<file path="config.mk">
export PLATFORM = sky130hd
export DESIGN_NAME = instr_encoder_loader
export DESIGN_NICKNAME = d
export VERILOG_FILES = /design/src/rtl/isa_pkg.sv /design/src/rtl/sync_fifo.sv /design/src/rtl/instr_encoder_loader.sv
export SDC_FILE = /design/constraint.sdc
export NUM_CORES = 1
export LEC_CHECK = 0
export BUFFER_PORTS_ARGS = -buffer_cell sky130_fd_sc_hd__buf_4
export CORE_MARGIN = 10
export CORE_UTILIZATION = 39
export CTS_CLUSTER_SIZE = 10
export DETAILED_ROUTE_END_ITERATION = 7
export GPL_TIMING_DRIVEN = 1
export HOLD_SLACK_MARGIN = 0.06
export MAX_ROUTING_LAYER = met4
export PLACE_DENSITY = 0.61
export SYNTH_ARGS = -nofsm -noshare
export SYNTH_HDL_FRONTEND = slang
export SYNTH_HIERARCHICAL = 1
export SYNTH_SLANG_ARGS = --single-unit
</file>
<file path="constraint.sdc">
create_clock -name clk -period 2.3 [get_ports clk]
set_clock_uncertainty 0.05 [all_clocks]
set_input_delay 0.46 -clock clk [delete_from_list [all_inputs] [get_ports clk]]
set_output_delay 0.46 -clock clk [all_outputs]
set_load 0.03 [all_outputs]
</file>
<file path="src/rtl/isa_pkg.sv">
// ISA field layout, funtype/funcode names and the field-to-word encoder
// shared by the instruction loader.
package isa_pkg;

    typedef enum logic [1:0] {
        REG    = 2'b00,
        MEM    = 2'b01,
        BRANCH = 2'b10,
        KERNEL = 2'b11
    } funtype_t;

    typedef enum logic {
        W_IDLE  = 1'b0,
        W_WRITE = 1'b1
    } wr_state_t;

    localparam logic [1:0] FC_MOV = 2'b10;
    localparam logic [1:0] FC_CMP = 2'b11;

    localparam int TYPE_LSB   = 30;
    localparam int CODE_LSB   = 28;
    localparam int RD_LSB     = 24;
    localparam int RS_LSB     = 20;
    localparam int RX_LSB     = 16;
    localparam int IMMSEL_BIT = 0;

    localparam logic [1:0] ERR_NONE      = 2'b00;
    localparam logic [1:0] ERR_IMM_RANGE = 2'b01;
    localparam logic [1:0] ERR_BR_IMM0   = 2'b10;

    typedef struct packed {
        logic [31:0] word;
        logic [1:0]  err;
    } enc_t;

    function automatic enc_t encode(
        input funtype_t    ftype,
        input logic [1:0]  fcode,
        input logic [3:0]  rd,
        input logic [3:0]  rs,
        input logic [3:0]  rx,
        input logic [27:0] imm,
        input logic        use_imm
    );
        enc_t r;
        r.word = '0;
        r.err  = ERR_NONE;
        r.word[TYPE_LSB +: 2] = ftype;
        r.word[CODE_LSB +: 2] = fcode;
        if (ftype == BRANCH) begin
            // bit 0 doubles as the decoder's immediate select, so it must be set
            r.word[27:0] = imm;
            if (!imm[IMMSEL_BIT]) r.err = ERR_BR_IMM0;
        end else begin
            r.word[RD_LSB +: 4]   = rd;
            r.word[RX_LSB +: 4]   = rx;
            r.word[IMMSEL_BIT]    = use_imm;
            if (use_imm) begin
                r.word[RS_LSB +: 4] = imm[3:0];
                if (imm[27:4] != '0) r.err = ERR_IMM_RANGE;
            end else if (!((ftype == REG && fcode == FC_MOV) || ftype == KERNEL)) begin
                r.word[RS_LSB +: 4] = rs;
            end
        end
        return r;
    endfunction

endpackage

</file>
<file path="src/rtl/sync_fifo.sv">
// Single-clock FIFO with synchronous clear; push and pop together when full
// is allowed and leaves the count unchanged.
module sync_fifo #(
    parameter int WIDTH = 32,
    parameter int DEPTH = 4
) (
    input  logic                     clk,
    input  logic                     rst,
    input  logic                     clr,
    input  logic                     push,
    input  logic [WIDTH-1:0]         wdata,
    input  logic                     pop,
    output logic [WIDTH-1:0]         rdata,
    output logic [$clog2(DEPTH):0]   count,
    output logic                     empty,
    output logic                     full
);
    localparam int AW = $clog2(DEPTH);

    logic [WIDTH-1:0] mem_q [DEPTH];
    logic [AW-1:0]    wptr_q, rptr_q;
    logic [AW:0]      count_q;
    logic             do_push, do_pop;

    assign empty   = (count_q == '0);
    assign full    = (count_q == (AW+1)'(DEPTH));
    assign do_pop  = pop && !empty;
    assign do_push = push && (!full || do_pop);

    always_ff @(posedge clk) begin
        if (rst || clr) begin
            wptr_q  <= '0;
            rptr_q  <= '0;
            count_q <= '0;
        end else begin
            if (do_push) wptr_q <= wptr_q + 1'b1;
            if (do_pop)  rptr_q <= rptr_q + 1'b1;
            count_q <= count_q + (AW+1)'(do_push) - (AW+1)'(do_pop);
        end
    end

    always_ff @(posedge clk) begin
        if (do_push && !(rst || clr)) mem_q[wptr_q] <= wdata;
    end

    assign rdata = mem_q[rptr_q];
    assign count = count_q;

endmodule

</file>
<file path="src/rtl/instr_encoder_loader.sv">
// Encodes instruction fields into 32-bit words, buffers them and streams
// them into instruction memory at consecutive addresses.
module instr_encoder_loader
    import isa_pkg::*;
#(
    parameter int                FIFO_DEPTH = 4,
    parameter int                ADDR_W     = 8,
    parameter logic [ADDR_W-1:0] BASE_ADDR  = '0
) (
    input  logic              clk,
    input  logic              rst,
    input  logic              flush,
    input  logic              req_valid,
    output logic              req_ready,
    input  logic [1:0]        req_funtype,
    input  logic [1:0]        req_funcode,
    input  logic [3:0]        req_rd,
    input  logic [3:0]        req_rs,
    input  logic [3:0]        req_rx,
    input  logic [27:0]       req_imm,
    input  logic              req_use_imm,
    output logic              mem_we,
    output logic [ADDR_W-1:0] mem_addr,
    output logic [31:0]       mem_wdata,
    input  logic              mem_ready,
    output logic              err_valid,
    output logic [1:0]        err_code,
    output logic              busy
);
    localparam int CW = $clog2(FIFO_DEPTH) + 1;

    enc_t              enc;
    logic              accept;
    logic              enc_valid_q, enc_valid_d;
    logic [31:0]       enc_word_q, enc_word_d;
    logic              err_valid_q, err_valid_d;
    logic [1:0]        err_code_q, err_code_d;
    wr_state_t         state_q, state_d;
    logic [ADDR_W-1:0] addr_q, addr_d;
    logic [31:0]       fifo_rdata;
    logic [CW-1:0]     fifo_count;
    logic              fifo_empty, fifo_full;
    logic              pop_fire, fill_next;

    assign enc = encode(funtype_t'(req_funtype), req_funcode, req_rd, req_rs,
                        req_rx, req_imm, req_use_imm);

    assign req_ready = !flush && ((fifo_count + CW'(enc_valid_q)) < CW'(FIFO_DEPTH));
    assign accept    = req_valid && req_ready;

    // flush forces req_ready low, so accept==0 also empties the encode stage
    always_comb begin
        enc_valid_d = accept && (enc.err == ERR_NONE);
        enc_word_d  = accept ? enc.word : enc_word_q;
        err_valid_d = accept && (enc.err != ERR_NONE);
        err_code_d  = err_valid_d ? enc.err : err_code_q;
    end

    assign pop_fire  = (state_q == W_WRITE) && mem_ready && !flush;
    assign fill_next = enc_valid_q || (fifo_count > CW'(1)) ||
                       ((fifo_count == CW'(1)) && !pop_fire);

    always_comb begin
        state_d = state_q;
        addr_d  = addr_q;
        case (state_q)
            W_IDLE: begin
                if (fill_next) state_d = W_WRITE;
            end
            W_WRITE: begin
                if (mem_ready) begin
                    addr_d = addr_q + 1'b1;
                    if (!fill_next) state_d = W_IDLE;
                end
            end
            default: state_d = W_IDLE;
        endcase
        if (flush) begin
            state_d = W_IDLE;
            addr_d  = BASE_ADDR;
        end
    end

    always_ff @(posedge clk) begin
        if (rst) begin
            enc_valid_q <= 1'b0;
            enc_word_q  <= '0;
            err_valid_q <= 1'b0;
            err_code_q  <= ERR_NONE;
            state_q     <= W_IDLE;
            addr_q      <= BASE_ADDR;
        end else begin
            enc_valid_q <= enc_valid_d;
            enc_word_q  <= enc_word_d;
            err_valid_q <= err_valid_d;
            err_code_q  <= err_code_d;
            state_q     <= state_d;
            addr_q      <= addr_d;
        end
    end

    sync_fifo #(.WIDTH(32), .DEPTH(FIFO_DEPTH)) u_fifo (
        .clk   (clk),
        .rst   (rst),
        .clr   (flush),
        .push  (enc_valid_q),
        .wdata (enc_word_q),
        .pop   (pop_fire),
        .rdata (fifo_rdata),
        .count (fifo_count),
        .empty (fifo_empty),
        .full  (fifo_full)
    );

    assign mem_we    = (state_q == W_WRITE);
    assign mem_addr  = addr_q;
    assign mem_wdata = mem_we ? fifo_rdata : '0;
    assign err_valid = err_valid_q;
    assign err_code  = err_code_q;
    assign busy      = enc_valid_q || !fifo_empty || mem_we;

endmodule
</file>
==> impl_results.md <==
- Largest family of logic cells by synthesized area: multiplexers
- Clk_lat worst skew: 0.42 ns
- VDD IR-drop max: 0.533 mV
- Critical path buffer and inverter count: 2
- Worst Path Max Fanout: 13
- Area after DPL: 8370 um2
- Largest net degree at the start of global routing: 38
- Grt total ovfl: 0
- Final net count: 636
- Die width: 156 um
- Slew Limit Fails: 0
- Tightest Hold Check Type: in -> reg
- Highest Clock Rate: 419 MHz
- CP required: 1.79 ns
- Clock period minus worst slack: 2.38 ns
- Gate power share: 4.6%
- Mapped cell area: 7200 um2
- Total I/O pin count: 96
- MaxCap Viol Count: 0
- Cells after DPL: 786
- Mapped Avg Cell Area: 15.8 um2
- Post-Synth XOR/XNOR Area: 1.22%
- Synth top area share: 53.4%
- Synth top area cells: edfxtp_1 53%, dfxtp_1 15%, mux4_2 10%
- Setup crit start kind: flop
- Outcome: finished with violations
- Die area: 24300 um2
- Arrival @ worst endpoint: 1.87 ns
- Hold Violations, Final: 0
- Die height: 156 um
- CTS max path bufs: 2
- Number of remaining DRC errors: 0
- Port Buffer Count: 95
- Prevailing post-synth register cell: edfxtp_1
- Placer's final routability congestion estimate: 0.816
- Post-DP HPWL: 11.5 mm
- Sw frac: 20.4%
- CTS Hold Buffers Added: 0
- Post-synth EDFFs: 128
- Design area: 9130 um2
- Clock power frac: 42.0%
- Post-DR wirelength/cell: 20.2 um
- Area Overhead vs Synth: 26.8%
- Initial Utilization: 39.8%
- Worst slack, placed: 0.00525 ns
- CTS sink cnt: 182
- Ant diodes: 0
- Slowest CP cell: mux4_2
- WL final: 16.6 mm
- CTS tree: done
- Layout cells sized above 1: 39.2%
- Crit Path Class: reg -> out
- Leading area contributor after synthesis: edfxtp_1
- Synth Area in Compound Gates: 6.10%
- Area share of and/or/nand/nor cells after synthesis: 9.87%
- CP max stage delay: 0.54 ns
- Post-Synth Adder-Cell Area: 1.32%
- Crit. End Element: output pin
- Slew headroom: 24.9%
- Total CTS buffers: 17
- RSZ-0062 raised after global routing: true
- Sequential area share after synthesis: 68.4%
- Seq cells post-synth: 182
- LEAKAGE: 3.21 nW
- Unique masters post-synth: 47
- Initial antenna violation count: 0
- First-pass GRT wire length: 25.9 mm
- Htree depth: 4
- Internal: 0.00529 W
- Clk slew on worst S/H paths: 0.06 ns
- Final setup viols: 32
- Async set-reset flop share out of synthesis: 0%
- Avg Vias per Cell: 5.11
- Crit share post-route: 104%
- Violated checks: setup timing
- Cells after Synth: 456
- Post-layout util: 50.5%
- Synth Net Count: 513
- Power density over the cells: 728 nW/um2
- Sequential share of power: 53.5%
- CP delay by family, top: multiplexers
- Via count: 4194
- DRT antenna net count: 0
- Setup ws final: -0.0843 ns
- Site Rows: 49
- Final Non-Filler Cells: 821
- Vias in the first global route: 4520
- Worst slew pin tran: 1.12 ns
- YS warnings: 6
- Core area: 18100 um2
- Multiplexer area fraction after synthesis: 10.8%
- Cell Chain, Critical Path: buf_12 > mux4_2 > and2_4 > buf_6
- Root Driver: clkbuf_16
- First-pass DRT Iterations: 5
- Pwr Total: 0.00665 W
- Gr usage total: 14.5%
- Starting DRT DRC Count: 323
- NetSw: 0.00136 W
## layer usage
metal / share of wire (%) / track usage (%) / wire [um] / up-vias
li1: - / - / - / 2004
met1: 42 / 17.5 / 7030 / 2074
met2: 51 / 23.2 / 8390 / 108
met3: 5.7 / 3.03 / 943 / 8
met4: 1.2 / 6.03 / 204 / 0
met5: 0 / - / 0 / -
## cells by family (layout without fill, tap and decap cells)
| group | Yosys count | after routing |
|---|---|---|
| AOI/OAI and AO/OA | 53 | 53 |
| buffers and inverters | 28 | 164 |
| xor gates and xnor gates | 10 | 10 |
| muxes | 38 | 38 |
| adders and majority gates | 7 | 7 |
| and+or+nand+nor | 138 | 138 |
| DFF | 182 | 182 |
## cell type report
cell class              instances  area (um2)
flip-flops and latches        182        4930
clock buffers                  20         447
fillers                      1480        8950
inverters                       5        18.8
multi-input cells             246        2180
clock inverters                12         129
repair buffers                127        1140
well taps                     229         287
## power by group through the flow
stage | Combinational [W] | Sequential [W] | Clock, W
detailed placement | 0.000293 | 0.00363 | 0
floorplan | 0.000135 | 0.00362 | 0
CTS | 0.000307 | 0.00355 | 0.00286
global route | 0.000330 | 0.00356 | 0.00300
finish | 0.000303 | 0.00356 | 0.00279
global placement | 0.000290 | 0.00362 | 0
## cells in the mapped netlist, types with 3 or more instances
cell type,n
o2bb2ai_1,3
o21ai_0,3
xor2_1,5
and3_1,6
a22o_1,15
xnor2_1,5
inv_1,5
o22ai_1,3
a21oi_1,9
buf_4,3
nand2b_1,4
nand2_1,34
nand4_1,5
nand3_1,4
nor2_1,26
buf_2,8
edfxtp_1,128
clkbuf_1,7
ha_1,6
mux2i_1,6
and2_1,37
nor4_1,6
dfxtp_1,54
a311oi_1,8
mux4_2,32
nor3_1,8
buf_6,5
## worst register-to-register path: stages (launching register included)
cell	delay (ns)
dfxtp_1	0.51
nor3b_2	0.26
a21boi_2	0.09
a21bo_2	0.20
ha_1	0.19
fa_1	0.38
xnor2_1	0.15
xnor2_1	0.13
nor3_1	0.13
## final timing paths
path	cells past startpoint	slack (ns)	from	end
setup / recovery	4	-0.08	flop	mem_wdata[21]
setup reg to reg	8	0.14	u_fifo/count[2]	u_fifo/count[2]
hold reg to reg	0	0.45	enc_word_q[0]	u_fifo/mem_q[2][0]
hold / removal	2	0.20	req_imm[13]	enc_word_q[13]
## state kept, by name, indices dropped and copies added, names as in the netlist, named ones only
signal and cells:
u_fifo/mem_q 128, enc_word_q 32, mem_addr 8, u_fifo/count 3, err_code 2, u_fifo/rptr_q 2
u_fifo/wptr_q 2, enc_valid_q 1, err_valid 1, mem_we 1
## cells in the final DEF (no fill, tap or decap), drive strengths merged, types with 6 or more instances in the layout
cell type,synthesis,layout
edfxtp,128,128
ha,6,6
a311oi,8,8
and3,6,6
nor3,8,8
mux4,32,32
buf,16,127
nor2,26,26
clkinv,0,7
inv,5,6
dfxtp,54,54
nand2,35,35
mux2i,6,6
clkbuf,7,20
a22o,15,15
a21oi,10,10
and2,37,37
nor4,6,6
## stage by stage
step	setup TNS [ns]	hold slack (ns)
2_1_floorplan	0	0.409
3_3_place_gp	0	0.425
3_5_place_dp	0	0.444
4_1_cts	-2.84	0.187
5_1_grt	-3.62	0.201
6_report	-1.48	0.201
## timing repair
action / 4_1_cts / 5_1_grt
setup endpoints to repair: 32 / 34
endpoints found under the hold margin: 0 / 0
pin swaps: 0 / 0
setup buffers: 2 / 2
gates resized for setup: 50 / 4
Power figures use the tool's default switching activity.
